[config.mk]
export PLATFORM = sky130hd
export DESIGN_NAME = alu_issue_ctrl
export DESIGN_NICKNAME = d
export VERILOG_FILES = /design/src/rtl/alu_issue_ctrl.sv
export SDC_FILE = /design/constraint.sdc
export NUM_CORES = 1
export LEC_CHECK = 0
export CAP_MARGIN = 20
export CORE_MARGIN = 1
export CORE_UTILIZATION = 45
export CTS_BUF_LIST = sky130_fd_sc_hd__clkbuf_8
export CTS_CLUSTER_DIAMETER = 80
export DETAILED_ROUTE_END_ITERATION = 16
export PLACE_DENSITY = 0.77
export SYNTH_ARGS = -nofsm -noshare
export SYNTH_HDL_FRONTEND = slang
export SYNTH_SLANG_ARGS = --single-unit
export TNS_END_PERCENT = 1
[constraint.sdc]
create_clock -name clk -period 3.2 [get_ports clk]
set_input_delay 0.64 -clock clk [delete_from_list [all_inputs] [get_ports clk]]
set_output_delay 0.64 -clock clk [all_outputs]
set_load 0.03 [all_outputs]
[src/rtl/alu_issue_ctrl.sv]
// Issue controller for an external combinational 32-bit ALU: reads operands from a
// local register file, captures result/flags, writes back and returns a response.
module alu_issue_ctrl #(
  parameter int NREGS = 8,
  parameter int IMM_W = 16
) (
  input  logic                     clk,
  input  logic                     rst_n,
  input  logic                     in_valid,
  output logic                     in_ready,
  input  logic [2:0]               in_op,
  input  logic [$clog2(NREGS)-1:0] in_rd,
  input  logic [$clog2(NREGS)-1:0] in_rs1,
  input  logic [$clog2(NREGS)-1:0] in_rs2,
  input  logic                     in_use_imm,
  input  logic [IMM_W-1:0]         in_imm,
  output logic [31:0]              alu_a,
  output logic [31:0]              alu_b,
  output logic [2:0]               alu_op,
  input  logic [31:0]              alu_result,
  input  logic                     alu_c,
  input  logic                     alu_v,
  output logic                     out_valid,
  input  logic                     out_ready,
  output logic [31:0]              out_result,
  output logic [3:0]               out_flags,
  input  logic                     hw_en,
  input  logic [$clog2(NREGS)-1:0] hw_addr,
  input  logic [31:0]              hw_data
);

  localparam int AW = $clog2(NREGS);

  typedef enum logic [1:0] {
    S_IDLE,
    S_OPRD,
    S_EXEC,
    S_RESP
  } state_t;

  localparam logic [2:0] OP_ADD = 3'b000;
  localparam logic [2:0] OP_SUB = 3'b001;

  state_t             state_q;
  logic [2:0]         op_q;
  logic [AW-1:0]      rd_q;
  logic [AW-1:0]      rs1_q;
  logic [AW-1:0]      rs2_q;
  logic               use_imm_q;
  logic [IMM_W-1:0]   imm_q;
  logic [31:0]        alu_a_q;
  logic [31:0]        alu_b_q;
  logic [2:0]         alu_op_q;
  logic [31:0]        out_result_q;
  logic               out_valid_q;
  logic [3:0]         flags_q;
  logic [3:0]         flags_d;
  logic [31:0]        regs_q [NREGS];

  logic [31:0]        rs1_val;
  logic [31:0]        opb_val;
  logic [31:0]        imm_sext;
  logic               wb_en;
  logic               host_en;
  logic               arith_op;

  // r0 is never written, so reading it always yields the reset value of zero.
  assign rs1_val  = regs_q[rs1_q];
  assign imm_sext = 32'($signed(imm_q));
  assign opb_val  = use_imm_q ? imm_sext : regs_q[rs2_q];

  assign wb_en    = (state_q == S_EXEC) && (rd_q != '0);
  assign host_en  = (state_q == S_IDLE) && hw_en && (hw_addr != '0);
  assign arith_op = (op_q == OP_ADD) || (op_q == OP_SUB);

  // C and V belong to ADD/SUB only; logic and shift ops keep the previous pair.
  always_comb begin
    flags_d    = flags_q;
    flags_d[3] = alu_result[31];
    flags_d[2] = (alu_result == 32'd0);
    if (arith_op) begin
      flags_d[1] = alu_c;
      flags_d[0] = alu_v;
    end
  end

  always_ff @(posedge clk or negedge rst_n) begin
    if (!rst_n) begin
      state_q      <= S_IDLE;
      op_q         <= '0;
      rd_q         <= '0;
      rs1_q        <= '0;
      rs2_q        <= '0;
      use_imm_q    <= 1'b0;
      imm_q        <= '0;
      alu_a_q      <= '0;
      alu_b_q      <= '0;
      alu_op_q     <= '0;
      out_result_q <= '0;
      out_valid_q  <= 1'b0;
      flags_q      <= '0;
    end else begin
      case (state_q)
        S_IDLE: begin
          if (in_valid) begin
            op_q      <= in_op;
            rd_q      <= in_rd;
            rs1_q     <= in_rs1;
            rs2_q     <= in_rs2;
            use_imm_q <= in_use_imm;
            imm_q     <= in_imm;
            state_q   <= S_OPRD;
          end
        end
        S_OPRD: begin
          alu_a_q  <= rs1_val;
          alu_b_q  <= opb_val;
          alu_op_q <= op_q;
          state_q  <= S_EXEC;
        end
        S_EXEC: begin
          out_result_q <= alu_result;
          flags_q      <= flags_d;
          out_valid_q  <= 1'b1;
          state_q      <= S_RESP;
        end
        S_RESP: begin
          if (out_ready) begin
            out_valid_q <= 1'b0;
            state_q     <= S_IDLE;
          end
        end
        default: state_q <= S_IDLE;
      endcase
    end
  end

  // Host preload and writeback live in disjoint states, so they never collide.
  always_ff @(posedge clk or negedge rst_n) begin
    if (!rst_n) begin
      for (int i = 0; i < NREGS; i++) begin
        regs_q[i] <= '0;
      end
    end else begin
      if (wb_en) begin
        regs_q[rd_q] <= alu_result;
      end
      if (host_en) begin
        regs_q[hw_addr] <= hw_data;
      end
    end
  end

  assign in_ready   = (state_q == S_IDLE);
  assign alu_a      = alu_a_q;
  assign alu_b      = alu_b_q;
  assign alu_op     = alu_op_q;
  assign out_valid  = out_valid_q;
  assign out_result = out_result_q;
  assign out_flags  = flags_q;

endmodule

==> results_dict.tcl <==
set metrics [dict create \
    status "complete, no violations" \
    rr_startpoint "state_q[0]$_DFFE_PN0P_" \
    timing.final.max_slew_violations 0 \
    drt-total-wl_um 58600 \
    clkSlewWorstSetupHoldPaths_ns 0.06 \
    initial_core_util_pct 45.9 \
    final_common_cell "dfrtp_1" \
    core_sq_mm 0.0470 \
    synth-seq-cells 390 \
    min_period_over_period_pct 92.2 \
    grt_pass1_wl_um 90900 \
    synthArstFlopShare_pct 100 \
    cts_root_buf "clkbuf_8" \
    cts_setup_buffers 0 \
    vias 13900 \
    drtPass1Iterations 7 \
    critPathCaptureType "output port" \
    die_x_um 221 \
    design_area_sq_mm 0.0256 \
    cp_slowest_cell "clkdlybuf4s50_1" \
    synthTopCellsByArea "dfrtp_1, mux2_2, mux4_2, mux2_4, mux2i_1" \
    drc 0 \
    slew_headroom_pct 34.1 \
    ir_drop_v 0.000808 \
    path_cells "inv_1 -> ha_1 -> clkdlybuf4s50_1" \
    drive_gt1_share_pct 45.8 \
    max_slew.worst_pin.slew_ns 0.989 \
    via_per_inst 6.02 \
    regToRegSetupSlack_ns 0.58 \
    setup_viol 0 \
    synth_top_cell_by_area "dfrtp_1" \
    rsz0062_at_grt "no" \
    drtIter0Drc 1215 \
    power.density_mw_per_mm2 1100 \
    syn_area_per_cell_sq_um 14.7 \
    rows 79 \
    grt-ovfl-total 0 \
    track_usage_pct 24.4 \
    cts_max_level 3 \
    p_leak_nw 10.9 \
    hold_violations 0 \
    grt_max_degree 112 \
    crit_family "buffers and inverters" \
    ys.flop_type "dfrtp_1" \
    place_congestion 0.828 \
    dpl.hpwl_um 36300 \
    rr_worst_depth 5 \
    yosys_warnings 0 \
    syn_nets 1573 \
    cts_tree "built" \
    maxCapViolations 0 \
    slowest_delay_ns 0.75 \
    synth_edf_count 0 \
    layout_common_cells "dfrtp_1, mux2_2, clkdlybuf4s50_1" \
    fmax_ghz 0.339 \
    multi_input_area_sq_mm 0.0110 \
    clockBufferDepth 3 \
    hp-class "reg -> reg" \
    crit_type "reg -> out" \
    startpoint "state_q[0]$_DFFE_PN0P_" \
    required_ns 2.56 \
    crit_buf_inv 2 \
    yosys.area.top_type_share_pct 45.2 \
    synth_cell_types 46 \
    io_pins 208 \
    placed_area_sq_mm 0.0242 \
    nFillCells 3785 \
    fin_nets 1752 \
    numClockSinks 390 \
    clock_skew_ns 0.0361 \
    fin_crit_ns 2.95 \
    numCtsBuffers 71 \
    final_antenna_net_count 0 \
    wire_per_inst_um 25.4 \
    arrival_ns 2.31 \
    area_growth_pct 18.8 \
    r2r-end "regs_q[51]$_DFF_PN0_" \
    finalSetupTns_ns 0 \
    fp.dieArea_sq_mm 0.0488 \
    grt_pass1_vias 14900 \
    antenna_found_initial 3 \
    ff_latch_area_sq_mm 0.00977 \
    die_h_um 221 \
    crit_path_end "in_ready" \
    critical_path_depth 3 \
    cp-start-kind "flop" \
    syn_inst 1466 \
    fin_util_pct 54.6 \
    io_buffer_count 207 \
    pre_cts_ws_ns 0.498 \
    worst_slack_ns 0.250 \
    clk_latency_ns 0.64 \
    syn-cell-area_sq_mm 0.0216 \
    ys_seq_area_share_pct 45.2 \
    critPathMaxFanout 8 \
]
## worst min-delay path by stage
| stage | startpoint | end | depth (start not counted) |
|---|---|---|---|
| 6_report | regs_q[232]$_DFF_PN0_ | regs_q[232]$_DFF_PN0_ | 0 |
| 5_1_grt | regs_q[240]$_DFF_PN0_ | regs_q[240]$_DFF_PN0_ | 0 |
| 4_1_cts | regs_q[237]$_DFF_PN0_ | regs_q[237]$_DFF_PN0_ | 0 |
| 3_5_place_dp | regs_q[232]$_DFF_PN0_ | regs_q[232]$_DFF_PN0_ | 0 |
| 3_3_place_gp | regs_q[240]$_DFF_PN0_ | regs_q[240]$_DFF_PN0_ | 0 |
| 2_1_floorplan | rst_n | alu_a[0]$_DFFE_PN0N_ | 0 |
## through the flow
step                      power [W]  hold slack, ns  cells
after floorplan              0.0192           0.344   1466
after global placement       0.0229           0.376   2178
after detailed placement     0.0234           0.382   2178
after CTS                    0.0283           0.395   2306
after global routing         0.0296           0.410   2308
final                        0.0282           0.390   2308
## worst reg2reg max path: stages, from the launching register on
cell and delay, ns:
dfrtp_1 0.44, inv_1 0.11, ha_2 0.34, nand4b_4 0.76, mux2_2 0.59, mux2_2 0.27
## synth_stat cells (4+ instances only)
master    count
ha_1          4
buf_1         5
a21oi_1      33
o221a_2      14
nand4_1       6
nor4_1        6
nor2_1       42
mux4_2      109
o21ai_0       8
nand3_1      15
nand2b_1      8
mux2i_1      66
nor2b_1       4
mux2_4      120
buf_6        25
a22oi_1       7
clkbuf_1     66
buf_4        10
buf_2        44
mux2_1       37
nand3b_1      9
mux2_2      358
a221oi_1     17
dfrtp_1     390
inv_1         5
or3_1        20
o22ai_1       9
## repair_timing
action                    4_1_cts  5_1_grt
hold buffers                    1        0
hold endpoints to repair       23        0
gates resized for setup         0        0
## layout make-up
cell class	instances	area share (%)
Timing Repair Buffer	259	10.5
Sequential cell	390	38.1
Antenna cell	2	0.0195
Clock inverter	37	0.752
Multi-Input combinational cell	918	42.8
Tap cell	607	2.96
Clock buffer	90	4.83
Inverter	5	0.0732
## sequential cells by signal, summed over array words and instances (netlist names)
signal	flops
rd_q	3
alu_a	32
rs2_q	3
state_q	2
alu_b	32
out_flags	3
rs1_q	3
op_q	3
use_imm_q	1
imm_q	16
out_result	32
alu_op	3
out_valid	1
regs_q	256
## layer usage
layer | GRT usage (%) | part of all wire, %
met4 | 9.00 | 2.8
met5 | 0 | 0.029
met2 | 38.7 | 47
met3 | 4.55 | 6.6
met1 | 33.5 | 43
## logic make-up (layout without fill, tap and decap cells)
family,Yosys count,after routing,share of synthesized area [%]
other,0,2,0
AO/OA/AOI/OAI,94,94,3.16
buffers and inverters,158,391,4.14
AND/OR/NAND/NOR,128,128,3.56
flip-flops,390,390,45.2
adder cells (fa/ha/maj),4,4,0.232
multiplexers,692,692,43.7
## where the power goes
part	internal, W	switching, W	leakage (nW)
clock	0.00261	0.00216	0.824
combinational	0.00799	0.00592	5.42
sequential	0.00731	0.00218	4.66
total	0.0179	0.0103	10.9
Power figures use the tool's default switching activity.
